==> config.mk <==
export PLATFORM = sky130hd
export DESIGN_NAME = player_move_ctrl
export DESIGN_NICKNAME = d
export VERILOG_FILES = /design/src/rtl/player_pkg.sv /design/src/rtl/btn_sync_edge.sv /design/src/rtl/player_move_ctrl.sv
export SDC_FILE = /design/constraint.sdc
export NUM_CORES = 1
export LEC_CHECK = 0
export BUFFER_PORTS_ARGS = -buffer_cell sky130_fd_sc_hd__buf_2
export CORE_ASPECT_RATIO = 2
export CORE_MARGIN = 4
export CORE_UTILIZATION = 60
export CTS_CLUSTER_DIAMETER = 60
export DETAILED_ROUTE_END_ITERATION = 7
export PLACE_DENSITY = 0.83
export SLEW_MARGIN = 20
export SYNTH_ARGS = -nofsm -noshare
export SYNTH_HDL_FRONTEND = slang
export SYNTH_SLANG_ARGS = --single-unit
==> constraint.sdc <==
create_clock -name btnClk -period 15 [get_ports btnClk]
set_clock_uncertainty 0.05 [all_clocks]
set_input_delay 1.5 -clock btnClk [delete_from_list [all_inputs] [get_ports btnClk]]
set_output_delay 1.5 -clock btnClk [all_outputs]
set_load 0.01 [all_outputs]
==> src/rtl/player_pkg.sv <==
// ============================================================================
//  Module      : player_pkg
//  Description : Shared types and constants for the player motion controller:
//                FSM state type, direction indices, status codes, playfield
//                geometry and a saturating position-step helper.
//  Revision    : 1.0 - initial release
// ============================================================================
`default_nettype none

package player_pkg;

  typedef enum logic [1:0] {
    IDLE = 2'd0,
    PEND = 2'd1,
    MOVE = 2'd2,
    HOLD = 2'd3
  } state_t;

  // Direction indices match the bit positions of the button bus.
  localparam logic [1:0] DIR_UP    = 2'd0;
  localparam logic [1:0] DIR_DOWN  = 2'd1;
  localparam logic [1:0] DIR_LEFT  = 2'd2;
  localparam logic [1:0] DIR_RIGHT = 2'd3;

  localparam logic [2:0] STATUS_IDLE    = 3'b001;
  localparam logic [2:0] STATUS_MOVE    = 3'b010;
  localparam logic [2:0] STATUS_BLOCKED = 3'b100;

  localparam int unsigned PLAYER_SIZE = 12;
  localparam int unsigned SCREEN_W    = 640;
  localparam int unsigned SCREEN_H    = 480;

  // Adds a signed step to an unsigned position in 33-bit signed arithmetic
  // so a step below zero cannot wrap, then clamps to [lo, hi].
  function automatic logic [31:0] sat_add(input logic [31:0]        pos,
                                          input logic signed [32:0] delta,
                                          input logic [31:0]        lo,
                                          input logic [31:0]        hi);
    logic signed [32:0] sum;
    sum = $signed({1'b0, pos}) + delta;
    if (sum < $signed({1'b0, lo}))
      return lo;
    else if (sum > $signed({1'b0, hi}))
      return hi;
    else
      return sum[31:0];
  endfunction

endpackage

`default_nettype wire

==> src/rtl/btn_sync_edge.sv <==
// ============================================================================
//  Module      : btn_sync_edge
//  Description : Two-flop synchroniser per button followed by a registered
//                rising-edge pulse. A press on the pin shows up as a one-cycle
//                pulse on rise three clock edges later.
//  Ports       : clk   - clock
//                rst   - asynchronous active-high reset
//                raw   - asynchronous button inputs
//                level - synchronised button levels
//                rise  - one-cycle rising-edge pulses
//  Revision    : 1.0 - initial release
// ============================================================================
`default_nettype none

module btn_sync_edge #(
  parameter int WIDTH = 4
) (
  input  logic             clk,
  input  logic             rst,
  input  logic [WIDTH-1:0] raw,
  output logic [WIDTH-1:0] level,
  output logic [WIDTH-1:0] rise
);

  logic [WIDTH-1:0] r_meta;
  logic [WIDTH-1:0] r_sync;
  logic [WIDTH-1:0] r_prev;
  logic [WIDTH-1:0] r_rise;

  always_ff @(posedge clk or posedge rst) begin
    if (rst) begin
      r_meta <= '0;
      r_sync <= '0;
      r_prev <= '0;
      r_rise <= '0;
    end else begin
      r_meta <= raw;
      r_sync <= r_meta;
      r_prev <= r_sync;
      r_rise <= r_sync & ~r_prev;
    end
  end

  assign level = r_sync;
  assign rise  = r_rise;

endmodule

`default_nettype wire

==> src/rtl/player_move_ctrl.sv <==
// ============================================================================
//  Module      : player_move_ctrl
//  Description : Player-object motion sequencer. Synchronises and edge-detects
//                the direction buttons, arbitrates simultaneous presses
//                (up > down > left > right), commits one STEP move per accepted
//                press on a frame tick, honours per-direction enables and
//                clamps the position to the playfield.
//  Ports       : btnClk      - system clock
//                rst         - asynchronous active-high reset
//                btns[3:0]   - raw buttons [0]up [1]down [2]left [3]right
//                *Enable     - per-direction move permits
//                tick        - frame strobe, moves commit only on tick
//                hPos/vPos   - current position
//                hOffset/vOffset - position minus start position
//                moving      - one-cycle pulse when a move commits
//                status      - one-hot 001 idle / 010 pending / 100 blocked
//  Options     : AUTO_REPEAT_EN - when defined, a held button repeats its
//                move every REPEAT_TICKS ticks.
//  Revision    : 1.0 - initial release
// ============================================================================
`default_nettype none

module player_move_ctrl
  import player_pkg::*;
#(
  parameter int unsigned STEP    = PLAYER_SIZE,
  parameter int unsigned H_START = SCREEN_W / 2 - PLAYER_SIZE,
  parameter int unsigned V_START = SCREEN_H - 8 * PLAYER_SIZE,
  parameter int unsigned H_MIN   = 0,
  parameter int unsigned H_MAX   = SCREEN_W - PLAYER_SIZE,
  parameter int unsigned V_MIN   = 0,
  parameter int unsigned V_MAX   = SCREEN_H - PLAYER_SIZE
`ifdef AUTO_REPEAT_EN
  , parameter int unsigned REPEAT_TICKS = 8
`endif
) (
  input  logic        btnClk,
  input  logic        rst,
  input  logic [3:0]  btns,
  input  logic        upEnable,
  input  logic        downEnable,
  input  logic        leftEnable,
  input  logic        rightEnable,
  input  logic        tick,
  output logic [31:0] hPos,
  output logic [31:0] vPos,
  output logic [31:0] hOffset,
  output logic [31:0] vOffset,
  output logic        moving,
  output logic [2:0]  status
);

  logic [3:0] w_level;
  logic [3:0] w_rise;

  btn_sync_edge #(.WIDTH(4)) u_sync (
    .clk   (btnClk),
    .rst   (rst),
    .raw   (btns),
    .level (w_level),
    .rise  (w_rise)
  );

  state_t      r_state;
  logic [1:0]  r_dir;
  logic [31:0] r_hpos;
  logic [31:0] r_vpos;
  logic [31:0] r_hoff;
  logic [31:0] r_voff;
  logic        r_moving;
  logic [2:0]  r_status;
  logic        r_blocked;

`ifdef AUTO_REPEAT_EN
  localparam int CW = $clog2(REPEAT_TICKS) + 1;
  logic [CW-1:0] r_rep_cnt;
`endif

  logic               w_any;
  logic [1:0]         w_sel;
  logic [3:0]         w_en;
  logic signed [32:0] w_step;
  logic [31:0]        w_h_next;
  logic [31:0]        w_v_next;

  assign w_en   = {rightEnable, leftEnable, downEnable, upEnable};
  assign w_step = $signed(33'(STEP));
  assign w_any  = |w_rise;

  // Fixed priority: lowest button index wins, simultaneous losers are dropped.
  always_comb begin
    w_sel = DIR_UP;
    if (w_rise[0])      w_sel = DIR_UP;
    else if (w_rise[1]) w_sel = DIR_DOWN;
    else if (w_rise[2]) w_sel = DIR_LEFT;
    else if (w_rise[3]) w_sel = DIR_RIGHT;
  end

  always_comb begin
    w_h_next = r_hpos;
    w_v_next = r_vpos;
    case (r_dir)
      DIR_UP:    w_v_next = sat_add(r_vpos, -w_step, 32'(V_MIN), 32'(V_MAX));
      DIR_DOWN:  w_v_next = sat_add(r_vpos,  w_step, 32'(V_MIN), 32'(V_MAX));
      DIR_LEFT:  w_h_next = sat_add(r_hpos, -w_step, 32'(H_MIN), 32'(H_MAX));
      DIR_RIGHT: w_h_next = sat_add(r_hpos,  w_step, 32'(H_MIN), 32'(H_MAX));
      default: ;
    endcase
  end

  always_ff @(posedge btnClk or posedge rst) begin
    if (rst) begin
      r_state   <= IDLE;
      r_dir     <= DIR_UP;
      r_hpos    <= 32'(H_START);
      r_vpos    <= 32'(V_START);
      r_hoff    <= '0;
      r_voff    <= '0;
      r_moving  <= 1'b0;
      r_status  <= STATUS_IDLE;
      r_blocked <= 1'b0;
`ifdef AUTO_REPEAT_EN
      r_rep_cnt <= '0;
`endif
    end else begin
      r_moving <= 1'b0;
      case (r_state)
        IDLE: begin
          if (w_any) begin
            r_dir    <= w_sel;
            r_status <= STATUS_MOVE;
            r_state  <= PEND;
          end
        end
        // Enables are sampled only at the committing tick.
        PEND: begin
          if (tick) begin
            if (w_en[r_dir]) begin
              r_state <= MOVE;
            end else begin
              r_status  <= STATUS_BLOCKED;
              r_blocked <= 1'b1;
              r_state   <= HOLD;
            end
          end
        end
        // A saturated move with no net change still counts as a move.
        MOVE: begin
          r_hpos    <= w_h_next;
          r_vpos    <= w_v_next;
          r_hoff    <= w_h_next - 32'(H_START);
          r_voff    <= w_v_next - 32'(V_START);
          r_moving  <= 1'b1;
          r_status  <= STATUS_MOVE;
          r_blocked <= 1'b0;
          r_state   <= HOLD;
        end
        HOLD: begin
          if (w_level == 4'b0000) begin
            r_status <= r_blocked ? STATUS_BLOCKED : STATUS_IDLE;
            r_state  <= IDLE;
`ifdef AUTO_REPEAT_EN
            r_rep_cnt <= '0;
          end else if (!w_level[r_dir]) begin
            r_rep_cnt <= '0;
          end else if (tick) begin
            if (r_rep_cnt == CW'(REPEAT_TICKS - 1)) begin
              r_rep_cnt <= '0;
              if (w_en[r_dir]) begin
                r_state <= MOVE;
              end else begin
                r_status  <= STATUS_BLOCKED;
                r_blocked <= 1'b1;
              end
            end else begin
              r_rep_cnt <= r_rep_cnt + 1'b1;
            end
`endif
          end
        end
        default: r_state <= IDLE;
      endcase
    end
  end

  assign hPos    = r_hpos;
  assign vPos    = r_vpos;
  assign hOffset = r_hoff;
  assign vOffset = r_voff;
  assign moving  = r_moving;
  assign status  = r_status;

endmodule

`default_nettype wire
==> impl_results.md, run 1 <==
- # setup viols final: 0
- Initial DRC count: 775
- CTS sink cnt: 144
- # port buffers: 142
- Worst hold slack: around 0.3 ns
- Final worst path period share: 0.3791
- Total Power: 0.002520 W
- Arr. time, crit path: just under 6 ns
- # hold bufs at CTS: 0
- Cell with the most instances after synthesis: dfrtp_1
- Via count: about 11000
- Asr flop ratio synth: 1.000
- Pin slew with the least headroom to its limit: 0.9099 ns
- Worst path most repeated cell: nand2_1
- Die Y: ~190 um
- CP endpoint kind: flop
- Fmax: between 0.15 and 0.2 GHz
- Number of vias per cell: 6.897
- PwrDens: 222.0 nW/um^2
- Starting Density: 0.6153
- Synth Area per Inst: 8.089 sq um
- Overflow after GRT: 0
- Placer Congestion: 1.038
- Post-synthesis sequential area ratio: 0.3573
- RSZ-0062 raised after global routing: no
- P&R area growth vs syn: 12.23%
- Io pins: 143
- Die area: 19120 sq um
- Sum Neg Setup Slack: 0 ns
- PostCTS Resize Cnt: 0
- Syn Nets: 1276
- Overall routed net length: 36900 um
- Max stage delay cell, worst path: nor3_1
- Final hold violations: 0
- Leak: 5.078 nW
- Chip width: 99.79 um
- N_diodes: 0
- Met1 Usage GRT: 0.3946
- Worst-Skew Late Latency: 0.44 ns
- Largest net degree at the start of global routing: 78
- Core Region: 16430 sq um
- Share of layout cells above drive strength 1: 0.1737
- Flop and latch count out of synthesis: ~140
- Wire per inst: 24.15 um
- CTS tree: yes
- EDFF count, synth: 0
- Synth area leader: dfrtp_1
- Ys flop type: dfrtp_1
- Dominant cells by area after synthesis: dfrtp_1 34%, nor2_1 4.5%, a21oi_1 4.0%
- Fill cells: about 1400
- H-tree depth: 4
- Synthesized instance count: 1250
- NumNets Final: between 1000 and 1500
- Post-synth top cells: 137 x dfrtp_1, 121 x nor2_1, 102 x nand2_1
- Routing usage on met2: 0.6902
- Global-route wire length before repair: 57460 um
- Status: completed
- Clock-pin slew on the worst setup and hold paths: 0.06 ns
- Post-synth top area share: 0.3391
- Ys Warns: 0
- Setup crit start kind: flop
- Cell Chain, Critical Path: nor3_1, nand2_1, or4b_1, a311oi_1, o311ai_0, nand4b_1, nor3_1, nand2_1, nand3_1, inv_1, ha_1, a21oi_1, nand2_1, a21oi_1, nand3_1, o21ai_0, a211oi_1, a21o_1
- Max-slew violations: 0
- Clk buf depth: 2
- Post-synth cell types: 80
- Worst-path fanout max: 19
- Rows: 66
- Vias in the first global route: 10560
- Max-cap violation count: 0
- Setup Buffers After CTS: 0
- Root Driver: clkbuf_16
- VDD IR max: 0.1635 mV
- ANT nets after route: 0
- CP Data Required Time: 15.28 ns
- Min-Delay Startpoint: u_sync.r_meta[1]
- Post-Syn Area: about 10000 sq um
- DP Wirelength: 26350 um
- CTS Buf Count: 17
- Initial antenna violation count: 1
- DRC errors left: 0
- Total track usage: 0.3916
- Gr busiest metal: met2
- DRT Pass-1 Iters: 5
- CP max stage delay: 0.81 ns
- Min-Delay Path Class: flop to flop
- CP Class: flop to flop
- Crit path time final: 5.686 ns
- Slew headroom: 0.3878
- GR met3 Demand/Resource: 0.06688
critical path: cells and delay by family (launching register included):
kind | cells | cell delay [ns]
buffers and inverters | 1 | 0.05
adder cells (fa/ha/maj) | 1 | 0.26
AO/OA/AOI/OAI | 7 | 1.76
AND/OR/NAND/NOR | 9 | 2.86
flip-flops | 1 | 0.59
power breakdown:
part / total, W / switching, W / internal [W]
Sequential: 0.000668 / 0.000161 / 0.000507
Clock: 0.000458 / 0.000184 / 0.000274
Combinational: 0.00139 / 0.000884 / 0.000509
Total: 0.00252 / 0.00123 / 0.00129
cells in the final DEF, fill, tap and decap left out, types with 10 or more instances in the layout:
cell type  Yosys  routed
a21o_1        16      16
a21oi_1       80      80
a31oi_1       13      13
and2_1        47      47
and3_1        17      17
buf_2         12     142
buf_4         10      16
clkbuf_16      0      17
dfrtp_1      137     136
ha_1          15      14
inv_1         36      35
mux2i_1       10      10
nand2_1      102     102
nand2b_1      18      18
nand3_1       55      55
nand4_1       37      37
nor2_1       121     121
nor2b_1       21      21
nor3_1        42      42
nor4_1        31      31
o211ai_1      10      10
o21ai_0       58      58
or3_1         16      16
or4_1         13      13
xnor2_1       27      27
xor2_1        16      16
through the flow:
stage	setup WS (ns)	instance area, sq um	instances	util
floorplan	9.595	10110	1250	-
detailed placement	9.547	10720	1496	0.6522
finish	9.314	11350	1528	0.6905
CTS	9.488	11350	1528	0.6905
global placement	9.565	10720	1496	0.6522
global route	8.914	11350	1528	0.6905
layer usage:
layer,vias to the layer above,share of wire,routed length [um]
met1,4964,0.31,11550
li1,4684,-,-
met3,239,0.074,2733
met5,-,0,0
met2,651,0.52,19080
met4,0,0.096,3540
final timing paths:
kind,endpoint,slack [ns],depth (start not counted)
max,vOffset[29],9.31,18
min,u_sync.level[1],0.30,0
max reg2reg,vOffset[29],9.31,18
min reg2reg,u_sync.level[1],0.30,0
max in group asynchronous,r_dir[1],12.37,3
min in group asynchronous,hPos[22],1.15,2
state kept, by name, indices dropped and copies added, names as in the netlist, named ones only:
name           count
u_sync.r_meta      4
moving             1
u_sync.level       4
u_sync.rise        4
vPos              25
r_blocked          1
status             3
u_sync.r_prev      4
hOffset           30
vOffset           25
r_state            2
r_dir              2
hPos              30
layout make-up:
| type | instances | area [sq um] | share of cell area |
|---|---|---|---|
| Sequential cell | 144 | 3613 | 0.3184 |
| Timing Repair Buffer | 158 | 830.8 | 0.07322 |
| Clock buffer | 19 | 452.9 | 0.03992 |
| Multi-Input combinational cell | 953 | 5874 | 0.5177 |
| Tap cell | 204 | 255.2 | 0.02249 |
| Inverter | 37 | 143.9 | 0.01268 |
| Clock inverter | 13 | 176.4 | 0.01555 |
logic make-up (layout without fill, tap and decap cells):
| kind of cell | Yosys count | after routing | synth area share |
|---|---|---|---|
| compound gates | 305 | 305 | 0.2007 |
| flops | 144 | 144 | 0.3573 |
| fa+ha+maj | 15 | 15 | 0.01856 |
| mux | 17 | 17 | 0.01881 |
| xor+xnor | 43 | 43 | 0.03725 |
| simple gates | 573 | 573 | 0.3054 |
| buf+inv | 153 | 227 | 0.06200 |
No activity file was read; power rests on OpenSTA's default activity.
==> run 2: changes to the inputs <==
--- a/config.mk
+++ b/config.mk
@@ -5,13 +5,14 @@
 export SDC_FILE = /design/constraint.sdc
 export NUM_CORES = 1
 export LEC_CHECK = 0
+export ABC_AREA = 1
 export BUFFER_PORTS_ARGS = -buffer_cell sky130_fd_sc_hd__buf_2
 export CORE_ASPECT_RATIO = 2
 export CORE_MARGIN = 4
 export CORE_UTILIZATION = 60
 export CTS_CLUSTER_DIAMETER = 60
 export DETAILED_ROUTE_END_ITERATION = 7
-export PLACE_DENSITY = 0.83
+export PLACE_DENSITY = 0.82
 export SLEW_MARGIN = 20
 export SYNTH_ARGS = -nofsm -noshare
 export SYNTH_HDL_FRONTEND = slang
==> constraint.sdc (replaced) <==
create_clock -name btnClk -period 5.7 [get_ports btnClk]
set_clock_uncertainty 0.05 [all_clocks]
set_input_delay 0.57 -clock btnClk [delete_from_list [all_inputs] [get_ports btnClk]]
set_output_delay 0.57 -clock btnClk [all_outputs]
set_load 0.01 [all_outputs]
==> run 2 against run 1 <==
Net effect: clock-buffer cell count down 1; total power increased to 2.9 times the previous value; routed wire length rose by 31%; combinational power increased to 3.3 times the previous value; flip-flop and latch count did not move; non-clock buffer count decreased by 11; area after synthesis grew 17%; via count increased by 30%; clock power up 150%; synthesized cell count grew 51%; largest cell class unchanged; largest power group unchanged.
==> impl_results.md, run 2 <==
- Seq. cell area: 3613 sq um (unchanged)
- Worst-path fanout max: 7 (was 19)
- Multi-input logic area: 6984 sq um (was 5874 sq um)
- DRC errors left: 0 (unchanged)
- Final hold violations: 0 (unchanged)
- Total track usage: 0.4433 (was 0.3916)
- Core Region: 19370 sq um (was 16430 sq um)
- Initial antenna violation count: 0 (was 1)
- Arr. time, crit path: 5.14 ns (was 5.97 ns)
- Largest net degree at the start of global routing: 118 (was 78)
- Commonest non-fill, non-tap cell in the layout: nand2_1 (was buf_2)
- Status: completed (unchanged)
- CP Data Required Time: 6.02 ns (was 15.28 ns)
- Placer Congestion: 1.106 (was 1.038)
- Pin slew with the least headroom to its limit: 0.9480 ns (was 0.9099 ns)
- Count of buffer and inverter cells on the critical path: 6 (was 1)
- Global-route wire length before repair: 73150 um (was 57460 um)
- Sum Neg Setup Slack: 0 ns (unchanged)
- Root Driver: clkbuf_16 (unchanged)
- Synth area leader: dfrtp_1 (unchanged)
- Die area: 22230 sq um (was 19120 sq um)
- Asr flop ratio synth: 1.000 (unchanged)
- Overflow after GRT: 0 (unchanged)
- Crit path max-delay family: simple AND/OR/NAND/NOR gates (unchanged)
- Dominant cells by area after synthesis: dfrtp_1 29%, nand2_1 16%, nor2_1 11% (was dfrtp_1 34%, nor2_1 4.5%, a21oi_1 4.0%)
- Overall routed net length: 48310 um (was 36900 um)
- Chip width: 107.4 um (was 99.79 um)
- Initial DRC count: 1057 (was 775)
- Clk buf depth: 2 (unchanged)
- CP Class: flop to flop (unchanged)
- Slew headroom: 0.3680 (was 0.3878)
- Ys Warns: 0 (unchanged)
- P&R area growth vs syn: 11.69% (was 12.23%)
- Io pins: 143 (unchanged)
- CTS Buf Count: 17 (unchanged)
- # port buffers: 142 (unchanged)
- ANT nets after route: 0 (unchanged)
- H-tree depth: 4 (unchanged)
- # setup viols final: 0 (unchanged)
- Most frequent cells in the layout: 521 x nand2_1, 354 x nor2_1, 240 x inv_1 (was 142 x buf_2, 136 x dfrtp_1, 121 x nor2_1)
- Via count: 13660 (was 10538)
- Rows: 72 (was 66)
- RSZ-0062 raised after global routing: no (unchanged)
- CP endpoint kind: flop (unchanged)
- Post-synthesis sequential area ratio: 0.3044 (was 0.3573)
- DP Wirelength: 37160 um (was 26350 um)
- Final instance area: 13250 sq um (was 11350 sq um)
- Post-synth top area share: 0.2889 (was 0.3391)
- Ys flop type: dfrtp_1 (unchanged)
- Fill cells: 1793 (was 1426)
- Clock-pin slew on the worst setup and hold paths: 0.07 ns (was 0.06 ns)
- Max stage delay cell, worst path: dfrtp_1 (was nor3_1)
- Setup crit start kind: flop (unchanged)
- Placed instance area: 12660 sq um (was 10720 sq um)
- # hold bufs at CTS: 0 (unchanged)
- Flop and latch count out of synthesis: 144 (unchanged)
- Setup Buffers After CTS: 0 (unchanged)
- Leak: 7.409 nW (was 5.078 nW)
- NumNets Final: 2031 (was 1337)
- CTS sink cnt: 144 (unchanged)
- Cell with the most instances after synthesis: nand2_1 (was dfrtp_1)
- Starting Density: 0.6127 (was 0.6153)
- Slack of the critical path: 0.8848 ns (was 9.314 ns)
- Post-Syn Area: 11870 sq um (was 10110 sq um)
- CTS tree: yes (unchanged)
- Pre-CTS WS: 1.147 ns (was 9.547 ns)
- CP max stage delay: 0.48 ns (was 0.81 ns)
- Share of layout cells above drive strength 1: 0.1511 (was 0.1737)
- Final worst path period share: 0.8448 (was 0.3791)
- Vias in the first global route: 13460 (was 10560)
- Post-synth cell types: 53 (was 80)
- Post-synth top cells: 521 x nand2_1, 354 x nor2_1, 242 x inv_1 (was 137 x dfrtp_1, 121 x nor2_1, 102 x nand2_1)
- Fmax: 0.2077 GHz (was 0.1759 GHz)
- Number of vias per cell: 5.999 (was 6.897)
- PwrDens: 559.7 nW/um^2 (was 222.0 nW/um^2)
- Synth Area per Inst: 6.272 sq um (was 8.089 sq um)
- PostCTS Resize Cnt: 0 (unchanged)
- N_diodes: 0 (unchanged)
- Die Y: 206.9 um (was 191.6 um)
- VDD IR max: 0.4307 mV (was 0.1635 mV)
- Max-cap violation count: 0 (unchanged)
- Worst-Skew Late Latency: 0.46 ns (was 0.44 ns)
- DRT Pass-1 Iters: 7 (was 5)
- Worst hold slack: 0.1710 ns (was 0.3003 ns)
- Syn Nets: 1918 (was 1276)
- Worst path most repeated cell: inv_1 (was nand2_1)
- Synthesized instance count: 1892 (was 1250)
- Min-Delay Path Class: input pin to flop (was flop to flop)
- Wire per inst: 21.22 um (was 24.15 um)
- Crit path time final: 4.815 ns (was 5.686 ns)
- Max-slew violations: 0 (unchanged)
- EDFF count, synth: 0 (unchanged)
==> run 2: cell types whose count changed after synthesis, moves of 22 or more <==
| cell | before | now |
|---|---|---|
| xor2_1 | 16 | 60 |
| nand3_1 | 55 | 153 |
| nor2_1 | 121 | 354 |
| nand2_2 | 0 | 24 |
| nand2_1 | 102 | 521 |
| xnor2_1 | 27 | 2 |
| and2_1 | 47 | 3 |
| nor4_1 | 31 | 5 |
| a21oi_1 | 80 | 31 |
| inv_1 | 36 | 242 |
| clkbuf_1 | 85 | 16 |
| nor2_2 | 0 | 22 |
==> run 2: worst reg2reg max path: cells and delay by family (launching register included) <==
| family | cells | cell delay, ns |
|---|---|---|
| AOI/OAI and AO/OA | 1 | 0.15 |
| adders and majority gates | 2 | 0.50 |
| xor gates and xnor gates | 2 | 0.34 |
| DFF | 1 | 0.48 |
| and+or+nand+nor | 17 | 2.60 |
| buffers and inverters | 6 | 0.61 |
==> run 2: layout make-up <==
class | instances | share of cell area
inverters | 263 | 0.07505
multi-input cells | 1432 | 0.5270
repair buffers | 147 | 0.05645
clock inverters | 14 | 0.01133
flip-flops and latches | 144 | 0.2726
clock buffers | 18 | 0.03313
well taps | 259 | 0.02445
==> run 2: cells by family after synthesis <==
logic type | share of synthesized area
and+or+nand+nor | 0.4618
AOI/OAI and AO/OA | 0.06411
buffers and inverters | 0.1081
xor gates and xnor gates | 0.04576
DFF | 0.3044
adders and majority gates | 0.01582
==> run 2: final timing paths <==
| check | slack, ns | depth (start not counted) | start | endpoint |
|---|---|---|---|---|
| min in group asynchronous | 0.18 | 2 | rst | status[1] |
| min reg2reg | 0.30 | 0 | u_sync.r_meta[3] | u_sync.level[3] |
| max in group asynchronous | 4.38 | 3 | rst | hPos[8] |
| min | 0.17 | 1 | btns[1] | u_sync.r_meta[1] |
| max reg2reg | 0.88 | 28 | flop | vOffset[29] |
| max | 0.88 | 28 | flop | vOffset[29] |
==> run 2: stage by stage <==
stage               utilization  std cells  power [W]
floorplan                     -       1892   0.004795
global placement         0.6537       2245   0.005964
detailed placement       0.6537       2245   0.006091
CTS                      0.6842       2277   0.007250
global route             0.6843       2277   0.007928
finish                   0.6843       2277   0.007418
==> run 2: per-layer routing <==
layer | track usage | part of all wire | up-vias
met3 | 0.1180 | 0.074 | 394
met4 | 0.4718 | 0.13 | 0
li1 | - | - | 6179
met2 | 0.7784 | 0.51 | 850
met1 | 0.3789 | 0.29 | 6237
met5 | 0 | 0 | -
==> run 2: power breakdown <==
| part | internal [W] | switching (W) |
|---|---|---|
| combinational | 0.00141 | 0.00323 |
| clock | 0.000627 | 0.000508 |
| sequential | 0.00134 | 0.000309 |
==> run 3: changes to the inputs <==
==> constraint.sdc (replaced) <==
create_clock -name btnClk -period 4.85 [get_ports btnClk]
set_clock_uncertainty 0.05 [all_clocks]
set_input_delay 0.485 -clock btnClk [delete_from_list [all_inputs] [get_ports btnClk]]
set_output_delay 0.485 -clock btnClk [all_outputs]
set_load 0.01 [all_outputs]
==> run 3 against run 2 <==
Net effect: clock-buffer cell count is 1 lower; non-clock buffer count grew 9; final cell count grew 0.40%; core utilization grew 0.92 points; sequential power rose by 20%; critical endpoint is now vOffset[31]; largest cell class unchanged.
==> impl_results.md, run 3 (synthesis results as in run 2) <==
- Worst r2r src: vPos[20]
- Rows: 72 (unchanged)
- Critical path origin: vPos[20]
- CTS Buf Count: 17 (unchanged)
- NumNets Final: 2040 (was 2031)
- Arr. time, crit path: 5.07 ns (was 5.14 ns)
- Placer Congestion: 1.126 (was 1.106)
- Number of vias per cell: 6.052 (was 5.999)
- Wire per inst: 21.95 um (was 21.22 um)
- Most frequent cells in the layout: 520 x nand2_1, 351 x nor2_1, 239 x inv_1 (was 521 x nand2_1, 354 x nor2_1, 240 x inv_1)
- Crit path time final: 4.774 ns (was 4.815 ns)
- DRT Pass-1 Iters: 8 (was 7)
- Sum Neg Setup Slack: 0 ns (unchanged)
- Core Region: 19370 sq um (unchanged)
- Slew headroom: 0.3395 (was 0.3680)
- Worst hold slack: 0.08433 ns (was 0.1710 ns)
- Pin slew with the least headroom to its limit: 0.9907 ns (was 0.9480 ns)
- Reg-to-reg slack, setup: 0.08 ns (was 0.88 ns)
- Die Y: 206.9 um (unchanged)
- P&R area growth vs syn: 13.20% (was 11.69%)
- N_diodes: 0 (unchanged)
- Final worst path period share: 0.9844 (was 0.8448)
- Io pins: 143 (unchanged)
- CTS sink cnt: 144 (unchanged)
- Overflow after GRT: 0 (unchanged)
- Status: completed (unchanged)
- Global-route wire length before repair: 74550 um (was 73150 um)
- Min-Delay Startpoint: btns[2] (was btns[1])
- DP Wirelength: 38100 um (was 37160 um)
- CTS tree: yes (unchanged)
- Root Driver: clkbuf_16 (unchanged)
- Chip width: 107.4 um (unchanged)
- Met1 Usage GRT: 0.3780 (was 0.3789)
- VDD IR max: 0.4122 mV (was 0.4307 mV)
- Worst-Skew Late Latency: 0.46 ns (about the same)
- Overall routed net length: 50170 um (was 48310 um)
- Via count: 13834 (was 13660)
- Gr busiest metal: met2 (unchanged)
- Total track usage: 0.4513 (was 0.4433)
- ANT nets after route: 0 (unchanged)
- CP Class: flop to flop (unchanged)
- Routing usage on met2: 0.7975 (was 0.7784)
- H-tree depth: 4 (unchanged)
- Leak: 7.477 nW (was 7.409 nW)
- PwrDens: 665.2 nW/um^2 (was 559.7 nW/um^2)
- Initial antenna violation count: 1 (was 0)
- Final hold violations: 0 (unchanged)
- Slack of the critical path: 0.07576 ns (was 0.8848 ns)
- Vias in the first global route: 13527 (was 13460)
- Final Util: 0.6935 (was 0.6843)
- Worst-path fanout max: 10 (was 7)
- Die area: 22230 sq um (unchanged)
- # port buffers: 142 (unchanged)
- CP endpoint kind: flop (unchanged)
- Min-Delay Path Class: input pin to flop (unchanged)
- Fill cells: 1732 (was 1793)
- CP Data Required Time: 5.14 ns (was 6.02 ns)
- # setup viols final: 0 (unchanged)
- Initial DRC count: 1237 (was 1057)
- Starting Density: 0.6127 (unchanged)
- GR met3 Demand/Resource: 0.1217 (was 0.1180)
- Commonest non-fill, non-tap cell in the layout: nand2_1 (unchanged)
- DRC errors left: 0 (unchanged)
- Clk buf depth: 2 (unchanged)
- Setup crit start kind: flop (unchanged)
- Pre-CTS WS: 0.2853 ns (was 1.147 ns)
- Share of layout cells above drive strength 1: 0.1623 (was 0.1511)
- Max-cap violation count: 0 (unchanged)
- Fmax: 0.2095 GHz (was 0.2077 GHz)
- Largest net degree at the start of global routing: 92 (was 118)
- Clock-pin slew on the worst setup and hold paths: 0.07 ns (about the same)
- Max-slew violations: 0 (unchanged)
[run 3: changes by cell type in the layout (fill, tap and decap cells not counted), moves of 2 or more]
cell      before  now
inv_6          3    7
xor2_2         0    3
nor3_1        34   31
inv_8          4    2
nor2_1       354  351
clkinv_2       2    0
nand3_4        0    2
xor2_1        60   57
buf_4          5   14
nor2_2        22   24
nand3_1      153  150
nor3_2         6    9
[run 3: worst paths after layout]
check	to	depth (start not counted)
min in group asynchronous	asynchronous set/reset pin	2
hold / removal	u_sync.r_meta[2]	1
max in group asynchronous	hPos[8]	3
setup reg to reg	vOffset[31]	22
setup / recovery	vOffset[31]	22
hold reg to reg	u_sync.level[0]	0
[run 3: area by class of cell]
type                            count  area, sq um  area share
Tap cell                          259        324.1     0.02412
Sequential cell                   144         3615      0.2691
Timing Repair Buffer              156        815.8     0.06073
Multi-Input combinational cell   1432         7067      0.5261
Clock inverter                     15        193.9     0.01444
Inverter                          263        992.2     0.07386
Clock buffer                       17        425.4     0.03167
[run 3: worst max-delay path: stages, from the launching register on]
cell	delay (ns)
dfrtp_1	0.67
nand2_1	0.13
nor2_1	0.34
nand3_1	0.24
nor3_1	0.42
xnor2_1	0.17
nand3_1	0.19
nor2_1	0.13
nand3b_1	0.13
nand3_4	0.15
nand2_1	0.08
nand2_2	0.09
nand2_4	0.09
ha_1	0.26
nor2_1	0.11
nand2_1	0.14
inv_1	0.14
nand4_1	0.20
nor3_2	0.31
nand4_1	0.16
or2_2	0.30
nand3_1	0.08
nand2_1	0.07
[run 3: metrics by stage]
step / std cells / instance area [sq um] / total power (W)
finish: 2286 / 13430 / 0.008935
global route: 2286 / 13430 / 0.009453
CTS: 2284 / 13330 / 0.008659
detailed placement: 2252 / 12710 / 0.007203
global placement: 2252 / 12710 / 0.007054
floorplan: 1892 / 11870 / 0.005635
[run 3: per-layer routing]
metal	part of all wire	up-vias
li1	-	6197
met4	0.14	2
met3	0.075	412
met1	0.29	6375
met2	0.50	848
met5	0.00026	-
[run 3: what timing repair did]
item	in CTS	in global routing
resized for setup	0	19
hold buffers	0	0
buffers inserted	0	2
endpoints found under the setup margin	0	7
[run 3: power breakdown]
group / total [W] / internal [W] / switching, W
sequential: 0.00198 / 0.00157 / 0.000408
combinational: 0.00555 / 0.00169 / 0.00385
clock: 0.00141 / 0.000784 / 0.000626
total: 0.00894 / 0.00405 / 0.00489
